--- src/rtl/gx4000_sfx_mixer.sv ---
// -----------------------------------------------------------------------------
// gx4000_sfx_mixer
//
// Multi-channel sound-effect synthesiser and mixer for the GX4000/Plus audio
// path. NUM_CH tone channels, each with a phase accumulator, frequency word,
// volume and pan, are programmed through CPU page 0xBCxx. On every sample
// strobe the channels are scanned one per clock and added onto the CPC PSG
// audio. The sum is saturated and registered as the stereo output.
//
// Optional build macro:
//   GX_SFX_NOISE_EN - adds a 17-bit LFSR noise source to channel NUM_CH-1,
//                     selected per sample by ctrl bit3 of that channel.
//
// Ports:
//   clk_sys       in   system clock
//   reset         in   synchronous active-high reset
//   plus_mode     in   1 = mixer active, 0 = CPC audio passes straight through
//   cpu_addr      in   CPU address (16 bits)
//   cpu_data      in   CPU write data (8 bits)
//   cpu_wr        in   write strobe, one clk_sys per access
//   sample_ce     in   one-cycle sample-rate strobe
//   cpc_audio_l   in   CPC left sample  (SAMPLE_W)
//   cpc_audio_r   in   CPC right sample (SAMPLE_W)
//   audio_l       out  mixed left output  (SAMPLE_W)
//   audio_r       out  mixed right output (SAMPLE_W)
//   audio_status  out  {en[3:0] of ch0-3, 2'b0, overrun, busy}
//
// Register map (page 0xBC, offset o = addr[7:0] - BASE_ADDR):
//   ch = o/4, r = o%4 : r0 freq[7:0], r1 freq[ACC_W-1:8], r2 volume, r3 ctrl
//   ctrl: bit0 en, bits2:1 pan (00 both, 01 left, 10 right, 11 both at vol/2)
//   o == 4*NUM_CH     : any write clears the sticky overrun flag
//
// Handshake: sample_ce is a single-cycle pulse with no ready; a pulse that
// arrives while the scan is in progress (busy) is dropped and flagged as
// overrun.
// -----------------------------------------------------------------------------
module gx4000_sfx_mixer #(
   parameter int         NUM_CH    = 4,
   parameter int         SAMPLE_W  = 8,
   parameter int         ACC_W     = 16,
   parameter logic [7:0] BASE_ADDR = 8'hE0
) (
   input  logic                clk_sys,
   input  logic                reset,
   input  logic                plus_mode,
   input  logic [15:0]         cpu_addr,
   input  logic [7:0]          cpu_data,
   input  logic                cpu_wr,
   input  logic                sample_ce,
   input  logic [SAMPLE_W-1:0] cpc_audio_l,
   input  logic [SAMPLE_W-1:0] cpc_audio_r,
   output logic [SAMPLE_W-1:0] audio_l,
   output logic [SAMPLE_W-1:0] audio_r,
   output logic [7:0]          audio_status
);

   // Wide enough for the CPC sample plus NUM_CH full-volume channels.
   localparam int ACC_SUM_W = SAMPLE_W + $clog2(NUM_CH + 1);
   localparam int IDX_W     = (NUM_CH > 1) ? $clog2(NUM_CH) : 1;

   localparam logic [IDX_W-1:0] LAST_IDX   = IDX_W'(NUM_CH - 1);
   localparam logic [5:0]       NUM_CH_L   = 6'(NUM_CH);
   localparam logic [7:0]       OVR_CLR_OFF = 8'(4 * NUM_CH);

   localparam logic [1:0] ST_IDLE = 2'd0;
   localparam logic [1:0] ST_SCAN = 2'd1;
   localparam logic [1:0] ST_OUT  = 2'd2;

   // ---------------------------------------------------------------------
   // Channel registers
   // ---------------------------------------------------------------------
   logic [ACC_W-1:0]    freq_q  [NUM_CH];
   logic [SAMPLE_W-1:0] vol_q   [NUM_CH];
   logic [1:0]          pan_q   [NUM_CH];
   logic [ACC_W-1:0]    phase_q [NUM_CH];
   logic [NUM_CH-1:0]   en_q;
`ifdef GX_SFX_NOISE_EN
   logic [NUM_CH-1:0]   noise_q;
   logic [16:0]         lfsr_q;
`endif

   logic [1:0]           state_q;
   logic [IDX_W-1:0]     idx_q;
   logic [ACC_SUM_W-1:0] acc_l_q;
   logic [ACC_SUM_W-1:0] acc_r_q;
   logic [SAMPLE_W-1:0]  cpc_l_q;
   logic [SAMPLE_W-1:0]  cpc_r_q;
   logic                 overrun_q;
   logic                 busy;

   // ---------------------------------------------------------------------
   // CPU register decode
   // ---------------------------------------------------------------------
   logic             page_wr;
   logic [7:0]       reg_off;
   logic [5:0]       reg_ch;
   logic [1:0]       reg_sel;
   logic             ch_wr;
   logic             ctrl_wr;
   logic             ovr_clr;
   logic [IDX_W-1:0] wr_ch;

   assign page_wr = cpu_wr && (cpu_addr[15:8] == 8'hBC);
   assign reg_off = cpu_addr[7:0] - BASE_ADDR;   // wraps below BASE_ADDR, so those offsets fall out of range
   assign reg_ch  = reg_off[7:2];
   assign reg_sel = reg_off[1:0];
   assign ch_wr   = page_wr && (reg_ch < NUM_CH_L);
   assign ctrl_wr = ch_wr && (reg_sel == 2'd3);
   assign ovr_clr = page_wr && (reg_off == OVR_CLR_OFF);
   assign wr_ch   = IDX_W'(reg_ch);

   always_ff @(posedge clk_sys) begin
      if (reset) begin
         for (int i = 0; i < NUM_CH; i++) begin
            freq_q[i] <= '0;
            vol_q[i]  <= '0;
            pan_q[i]  <= '0;
         end
         en_q <= '0;
`ifdef GX_SFX_NOISE_EN
         noise_q <= '0;
`endif
      end else if (ch_wr) begin
         case (reg_sel)
            2'd0: freq_q[wr_ch][7:0]       <= cpu_data;
            2'd1: freq_q[wr_ch][ACC_W-1:8] <= cpu_data[ACC_W-9:0];
            2'd2: vol_q[wr_ch]             <= SAMPLE_W'(cpu_data);
            default: begin
               en_q[wr_ch]  <= cpu_data[0];
               pan_q[wr_ch] <= cpu_data[2:1];
`ifdef GX_SFX_NOISE_EN
               noise_q[wr_ch] <= cpu_data[3];
`endif
            end
         endcase
      end
   end

   // ---------------------------------------------------------------------
   // Scan datapath for the channel selected by idx_q. Registers are read
   // before any same-cycle CPU write lands, so a write during a channel's
   // scan slot only takes effect on the next sample.
   // ---------------------------------------------------------------------
   logic [ACC_W-1:0]     cur_phase;
   logic [ACC_W-1:0]     cur_freq;
   logic [SAMPLE_W-1:0]  cur_vol;
   logic [1:0]           cur_pan;
   logic                 cur_en;
   logic [ACC_W-1:0]     new_phase;
   logic [SAMPLE_W-1:0]  amp;
   logic [ACC_SUM_W-1:0] amp_full;
   logic [ACC_SUM_W-1:0] amp_half;
   logic [ACC_SUM_W-1:0] add_l;
   logic [ACC_SUM_W-1:0] add_r;
   logic                 scan_adv;
`ifdef GX_SFX_NOISE_EN
   logic                 phase_wrap;
   logic                 noise_ch;
`endif

   assign cur_phase = phase_q[idx_q];
   assign cur_freq  = freq_q[idx_q];
   assign cur_vol   = vol_q[idx_q];
   assign cur_pan   = pan_q[idx_q];
   assign cur_en    = en_q[idx_q];
   assign scan_adv  = (state_q == ST_SCAN) && cur_en;

`ifdef GX_SFX_NOISE_EN
   assign {phase_wrap, new_phase} = {1'b0, cur_phase} + {1'b0, cur_freq};
   assign noise_ch = (idx_q == LAST_IDX);
`else
   assign new_phase = cur_phase + cur_freq;
`endif

   always_comb begin
      amp = '0;
      if (cur_en) begin
`ifdef GX_SFX_NOISE_EN
         if (noise_ch && noise_q[idx_q]) begin
            amp = lfsr_q[0] ? cur_vol : '0;
         end else begin
            amp = new_phase[ACC_W-1] ? cur_vol : '0;
         end
`else
         amp = new_phase[ACC_W-1] ? cur_vol : '0;
`endif
      end
   end

   assign amp_full = ACC_SUM_W'(amp);
   assign amp_half = amp_full >> 1;

   always_comb begin
      add_l = '0;
      add_r = '0;
      case (cur_pan)
         2'b00: begin add_l = amp_full; add_r = amp_full; end
         2'b01: begin add_l = amp_full; end
         2'b10: begin add_r = amp_full; end
         default: begin add_l = amp_half; add_r = amp_half; end
      endcase
   end

   // Phase accumulators. Disabling a channel through its ctrl register
   // restarts it from phase 0 and overrides a scan update in the same cycle.
   always_ff @(posedge clk_sys) begin
      if (reset) begin
         for (int i = 0; i < NUM_CH; i++) begin
            phase_q[i] <= '0;
         end
      end else begin
         for (int i = 0; i < NUM_CH; i++) begin
            if (ctrl_wr && (wr_ch == IDX_W'(i)) && !cpu_data[0]) begin
               phase_q[i] <= '0;
            end else if (scan_adv && (idx_q == IDX_W'(i))) begin
               phase_q[i] <= new_phase;
            end
         end
      end
   end

`ifdef GX_SFX_NOISE_EN
   // 17-bit Fibonacci LFSR, taps 17 and 14, stepped on each phase wrap of
   // the last channel.
   always_ff @(posedge clk_sys) begin
      if (reset) begin
         lfsr_q <= 17'd1;
      end else if (scan_adv && noise_ch && phase_wrap) begin
         lfsr_q <= {lfsr_q[15:0], lfsr_q[16] ^ lfsr_q[13]};
      end
   end
`endif

   // ---------------------------------------------------------------------
   // Sequencer: IDLE -> SCAN (NUM_CH cycles) -> OUT -> IDLE
   // ---------------------------------------------------------------------
   function automatic logic [SAMPLE_W-1:0] saturate(input logic [ACC_SUM_W-1:0] v);
      if (|v[ACC_SUM_W-1:SAMPLE_W]) begin
         return '1;
      end
      return v[SAMPLE_W-1:0];
   endfunction

   always_ff @(posedge clk_sys) begin
      if (reset) begin
         state_q <= ST_IDLE;
         idx_q   <= '0;
         acc_l_q <= '0;
         acc_r_q <= '0;
         cpc_l_q <= '0;
         cpc_r_q <= '0;
         audio_l <= '0;
         audio_r <= '0;
      end else begin
         case (state_q)
            ST_IDLE: begin
               if (sample_ce) begin
                  acc_l_q <= ACC_SUM_W'(cpc_audio_l);
                  acc_r_q <= ACC_SUM_W'(cpc_audio_r);
                  cpc_l_q <= cpc_audio_l;
                  cpc_r_q <= cpc_audio_r;
                  idx_q   <= '0;
                  state_q <= ST_SCAN;
               end
            end
            ST_SCAN: begin
               acc_l_q <= acc_l_q + add_l;
               acc_r_q <= acc_r_q + add_r;
               if (idx_q == LAST_IDX) begin
                  state_q <= ST_OUT;
               end else begin
                  idx_q <= idx_q + 1'b1;
               end
            end
            ST_OUT: begin
               // Pass-through still runs the scan so phases keep advancing;
               // only the output selection changes.
               if (plus_mode) begin
                  audio_l <= saturate(acc_l_q);
                  audio_r <= saturate(acc_r_q);
               end else begin
                  audio_l <= cpc_l_q;
                  audio_r <= cpc_r_q;
               end
               state_q <= ST_IDLE;
            end
            default: state_q <= ST_IDLE;
         endcase
      end
   end

   assign busy = (state_q == ST_SCAN) || (state_q == ST_OUT);

   // Sticky overrun: a new strobe wins over a simultaneous clear so the
   // event is never lost.
   always_ff @(posedge clk_sys) begin
      if (reset) begin
         overrun_q <= 1'b0;
      end else if (sample_ce && busy) begin
         overrun_q <= 1'b1;
      end else if (ovr_clr) begin
         overrun_q <= 1'b0;
      end
   end

   // ---------------------------------------------------------------------
   // Status
   // ---------------------------------------------------------------------
   logic [3:0] en_nib;

   for (genvar g = 0; g < 4; g++) begin : g_en_nib
      if (g < NUM_CH) begin : g_present
         assign en_nib[g] = en_q[g];
      end else begin : g_absent
         assign en_nib[g] = 1'b0;
      end
   end

   assign audio_status = {en_nib, 2'b00, overrun_q, busy};

endmodule

--- config.mk ---
export PLATFORM = sky130hd
export DESIGN_NAME = gx4000_sfx_mixer
export DESIGN_NICKNAME = d
export VERILOG_FILES = /design/src/rtl/gx4000_sfx_mixer.sv
export SDC_FILE = /design/constraint.sdc
export NUM_CORES = 1
export LEC_CHECK = 0
export CORE_MARGIN = 1
export CORE_UTILIZATION = 47
export CTS_BUF_LIST = sky130_fd_sc_hd__clkbuf_8 sky130_fd_sc_hd__clkbuf_16
export DETAILED_ROUTE_END_ITERATION = 10
export GPL_TIMING_DRIVEN = 0
export PLACE_DENSITY_LB_ADDON = 0.05
export REMOVE_ABC_BUFFERS = 1
export SETUP_SLACK_MARGIN = 0.3
export SYNTH_ARGS = -nofsm -noshare
export SYNTH_HDL_FRONTEND = slang
export SYNTH_SLANG_ARGS = --single-unit
--- constraint.sdc ---
create_clock -name clk_sys -period 6 [get_ports clk_sys]
set_input_delay 1.2 -clock clk_sys [delete_from_list [all_inputs] [get_ports clk_sys]]
set_output_delay 1.2 -clock clk_sys [all_outputs]
set_load 0.005 [all_outputs]
==> out/metrics.cfg <==
[finish]
final_cells = 1425
drive_above_1_share_pct = 13.1
fillers = 2245
insertedDiodeCount = 0
stdcell_area_sq_um = 13700
multi_input_area_sq_um = 5260
final_nets = 1164
area.growth.synth_to_final_pct = 14.7
fin_util_pct = 54.7
seq_area_sq_um = 6350

[floorplan]
initial_core_util_pct = 47.7
die_w_um = 162
core_sq_um = 25100
io-pin-count = 69
dieArea_sq_um = 26100
die_h_um = 162
rows = 58

[synthesis]
ys_seq_area_share_pct = 53.0
synth_flop_cell = edfxtp_1
ys_seq_elements = 233
syn_avg_cell_area_sq_um = 11.6
yosysWarnings = 0
synthCells = 1030
synth_edf_count = 168
syn_area_sq_um = 12000
synthArstFlopShare_pct = 0
yosys.cell_types.count = 70

[worst_hold_path]
worst_hold_path.endpoint = cpc_r_q[4]
min_from = cpc_r_q[4]
worstHoldPathCells = 2
holdCritPathClass = reg -> reg

[route]
post_drt_via_cell_ratio = 5.58
ant_nets = 0
drt-pass1-iter-count = 5
wire_per_inst_um = 19.2
dr.first_iter.drc_count = 555
vias = 7949
wl_um = 27400
drc = 0

[cts]
cts_tree = done
clk_latency_ps = 540
cts_hold_buf = 0
post_cts_resized = 0
htreeDepth = 1
cts_setup_buffers = 0
cts_buffer_depth = 3
cts_sinks = 233
cts_buffers = 26
cts.reportedPaths.clkPinSlew_ps = 60
clockRootBuffer = clkbuf_16

[place]
gp_congestion = 0.822
placed_cell_area_sq_um = 12900
io_buffers = 66
hpwlAfterDp_um = 18500
dp.cells = 1371

[worst_setup_path]
endpoint_kind = register
crit_type = reg -> reg
cp_max_fo = 31
r2r_end = acc_r_q[8]
start_kind = register
reg2reg_depth = 17
cp.required_ps = 6420
r2r_slack_ps = 700
cp.arrival_ps = 5730

[sta]
drv_slew = 0
fmax_mhz = 189
relSlewSlack_pct = 27.3
hold_viol_final = 0
rsz0062_at_grt = false
period_share_pct = 88.4
min_period_ps = 5300
finClkSkew_ps = 13.2
tightest_slew_ps = 1080
setup_viol_count_final = 0

[global_routing]
antenna_found_initial = 0
grt_use_total_pct = 21.5
grt_start_max_net_pins = 83
grt_pass1_wl_um = 43400
grt_overflow = 0
grt_pass1_vias = 7797

[job]
max-cap-violations = 0

[pwr]
vdd_drop_max_v = 0.000214
power_leakage_nw = 4.88
power_density_nw_per_um2 = 280

[outcome]
status = finished, final reports clean

flip-flops by register name, summed over array words and instances, names as in the netlist, named ones only:
register / cells
acc_l_q: 11
acc_r_q: 11
audio_l: 8
audio_r: 8
cpc_l_q: 8
cpc_r_q: 8
en_nib: 4
freq_q: 64
idx_q: 2
overrun_q: 1
pan_q: 8
phase_q: 64
state_q: 2
vol_q: 32
report_power, final:
group	total [mW]	internal, mW	switching [mW]
Clock	1.53	0.871	0.660
Sequential	1.83	1.79	0.0373
Combinational	0.478	0.191	0.288
Total	3.84	2.85	0.985
critical path, stage by stage, from the launching register on:
cell and delay (ps):
dfxtp_4 520, buf_16 290, mux4_2 610, ha_1 400, a2111oi_4 380, o21ai_2 160
a31oi_4 210, o21ai_1 170, a21oi_4 330, a21oi_2 60, ha_1 220, fa_1 420
a21o_1 200, a21oi_1 220, nor2b_1 130, o41ai_2 360, nor3_1 90, or3_1 380
synthesized netlist by cell type, drive strengths merged (2+ instances only):
| library cell | instances | share of area, % |
|---|---|---|
| nand3 | 12 | 0.50 |
| dfxtp | 65 | 11 |
| o221ai | 18 | 1.3 |
| nand3b | 3 | 0.19 |
| and2 | 91 | 4.8 |
| o2111ai | 2 | 0.15 |
| nor3 | 12 | 0.50 |
| xor2 | 16 | 1.2 |
| xnor2 | 12 | 0.88 |
| mux4 | 40 | 7.5 |
| inv | 23 | 0.72 |
| edfxtp | 168 | 42 |
| nand4 | 5 | 0.26 |
| mux2 | 3 | 0.28 |
| clkbuf | 38 | 1.2 |
| or4b | 2 | 0.17 |
| o21ai | 25 | 1.1 |
| or3 | 6 | 0.31 |
| o41ai | 3 | 0.28 |
| a211oi | 16 | 1.0 |
| nor3b | 2 | 0.13 |
| and3 | 4 | 0.21 |
| nand2 | 85 | 2.7 |
| mux2i | 14 | 1.2 |
| a21oi | 80 | 3.6 |
| buf | 24 | 1.3 |
| or2 | 16 | 0.84 |
| and4 | 3 | 0.22 |
| ha | 41 | 4.3 |
| o21bai | 7 | 0.44 |
| nor2b | 3 | 0.16 |
| a31o | 2 | 0.15 |
| a31oi | 4 | 0.33 |
| a21o | 10 | 0.63 |
| a311oi | 3 | 0.22 |
| nand2b | 24 | 1.3 |
| o211ai | 11 | 1.2 |
| nor2 | 116 | 3.6 |
| o31ai | 2 | 0.13 |
| fa | 3 | 0.50 |
| a2111oi | 2 | 0.30 |
cell families after synthesis:
family	after synthesis	synth area share, %
compound gates	193	11.6
xor+xnor	28	2.05
fa+ha+maj	44	4.79
buf+inv	85	3.27
flops	233	53.0
mux	57	8.98
other cells	1	0.0313
simple gates	389	16.2
layout by cell type (no fill, tap or decap), drive strengths merged, types with 13 or more instances in the layout:
| cell type | n |
|---|---|
| edfxtp | 168 |
| nor2 | 116 |
| and2 | 91 |
| nand2 | 85 |
| a21oi | 80 |
| clkdlybuf4s50 | 65 |
| dfxtp | 65 |
| ha | 41 |
| mux4 | 40 |
| clkbuf | 28 |
| inv | 26 |
| o21ai | 25 |
| nand2b | 24 |
| o221ai | 18 |
| xor2 | 16 |
| a211oi | 16 |
| or2 | 16 |
| clkinv | 16 |
| mux2i | 14 |
| buf | 13 |
per-stage QoR:
| stage | power (mW) | setup slack [ps] | hold slack, ps | TNS (ps) |
|---|---|---|---|---|
| global route | 3.99 | 400 | 469 | 0 |
| floorplan | 2.17 | -11.3 | 430 | -11.3 |
| CTS | 3.87 | 533 | 458 | 0 |
| finish | 3.84 | 696 | 456 | 0 |
| detailed placement | 2.34 | 549 | 447 | 0 |
| global placement | 2.33 | -1390 | 441 | -24080 |
cell type report:
cell class	instances	share of cell area [%]
multi-input cells	713	38.3
flip-flops and latches	233	46.3
clock buffers	28	5.02
well taps	330	3.01
clock inverters	20	0.939
repair buffers	78	5.80
inverters	23	0.629
layer usage:
metal  routed length (um)  vias up  track usage [%]  share of wire, %
met4                  461        0             5.23               1.7
met2                12500      174             33.5                46
met5                    0        -                0                 0
li1                     -     3850                -                 -
met1                13200     3884             31.8                48
met3                 1240       41             2.82               4.5
worst max path at each step:
stage / startpoint / cells after the start / to / slack [ps]
floorplan: register / 16 / acc_r_q[8] / -10
global placement: register / 16 / acc_r_q[8] / -1390
detailed placement: register / 17 / acc_r_q[8] / 550
CTS: register / 17 / acc_r_q[8] / 530
global route: register / 17 / acc_r_q[8] / 400
finish: register / 17 / acc_r_q[8] / 700
Power figures use the tool's default switching activity.
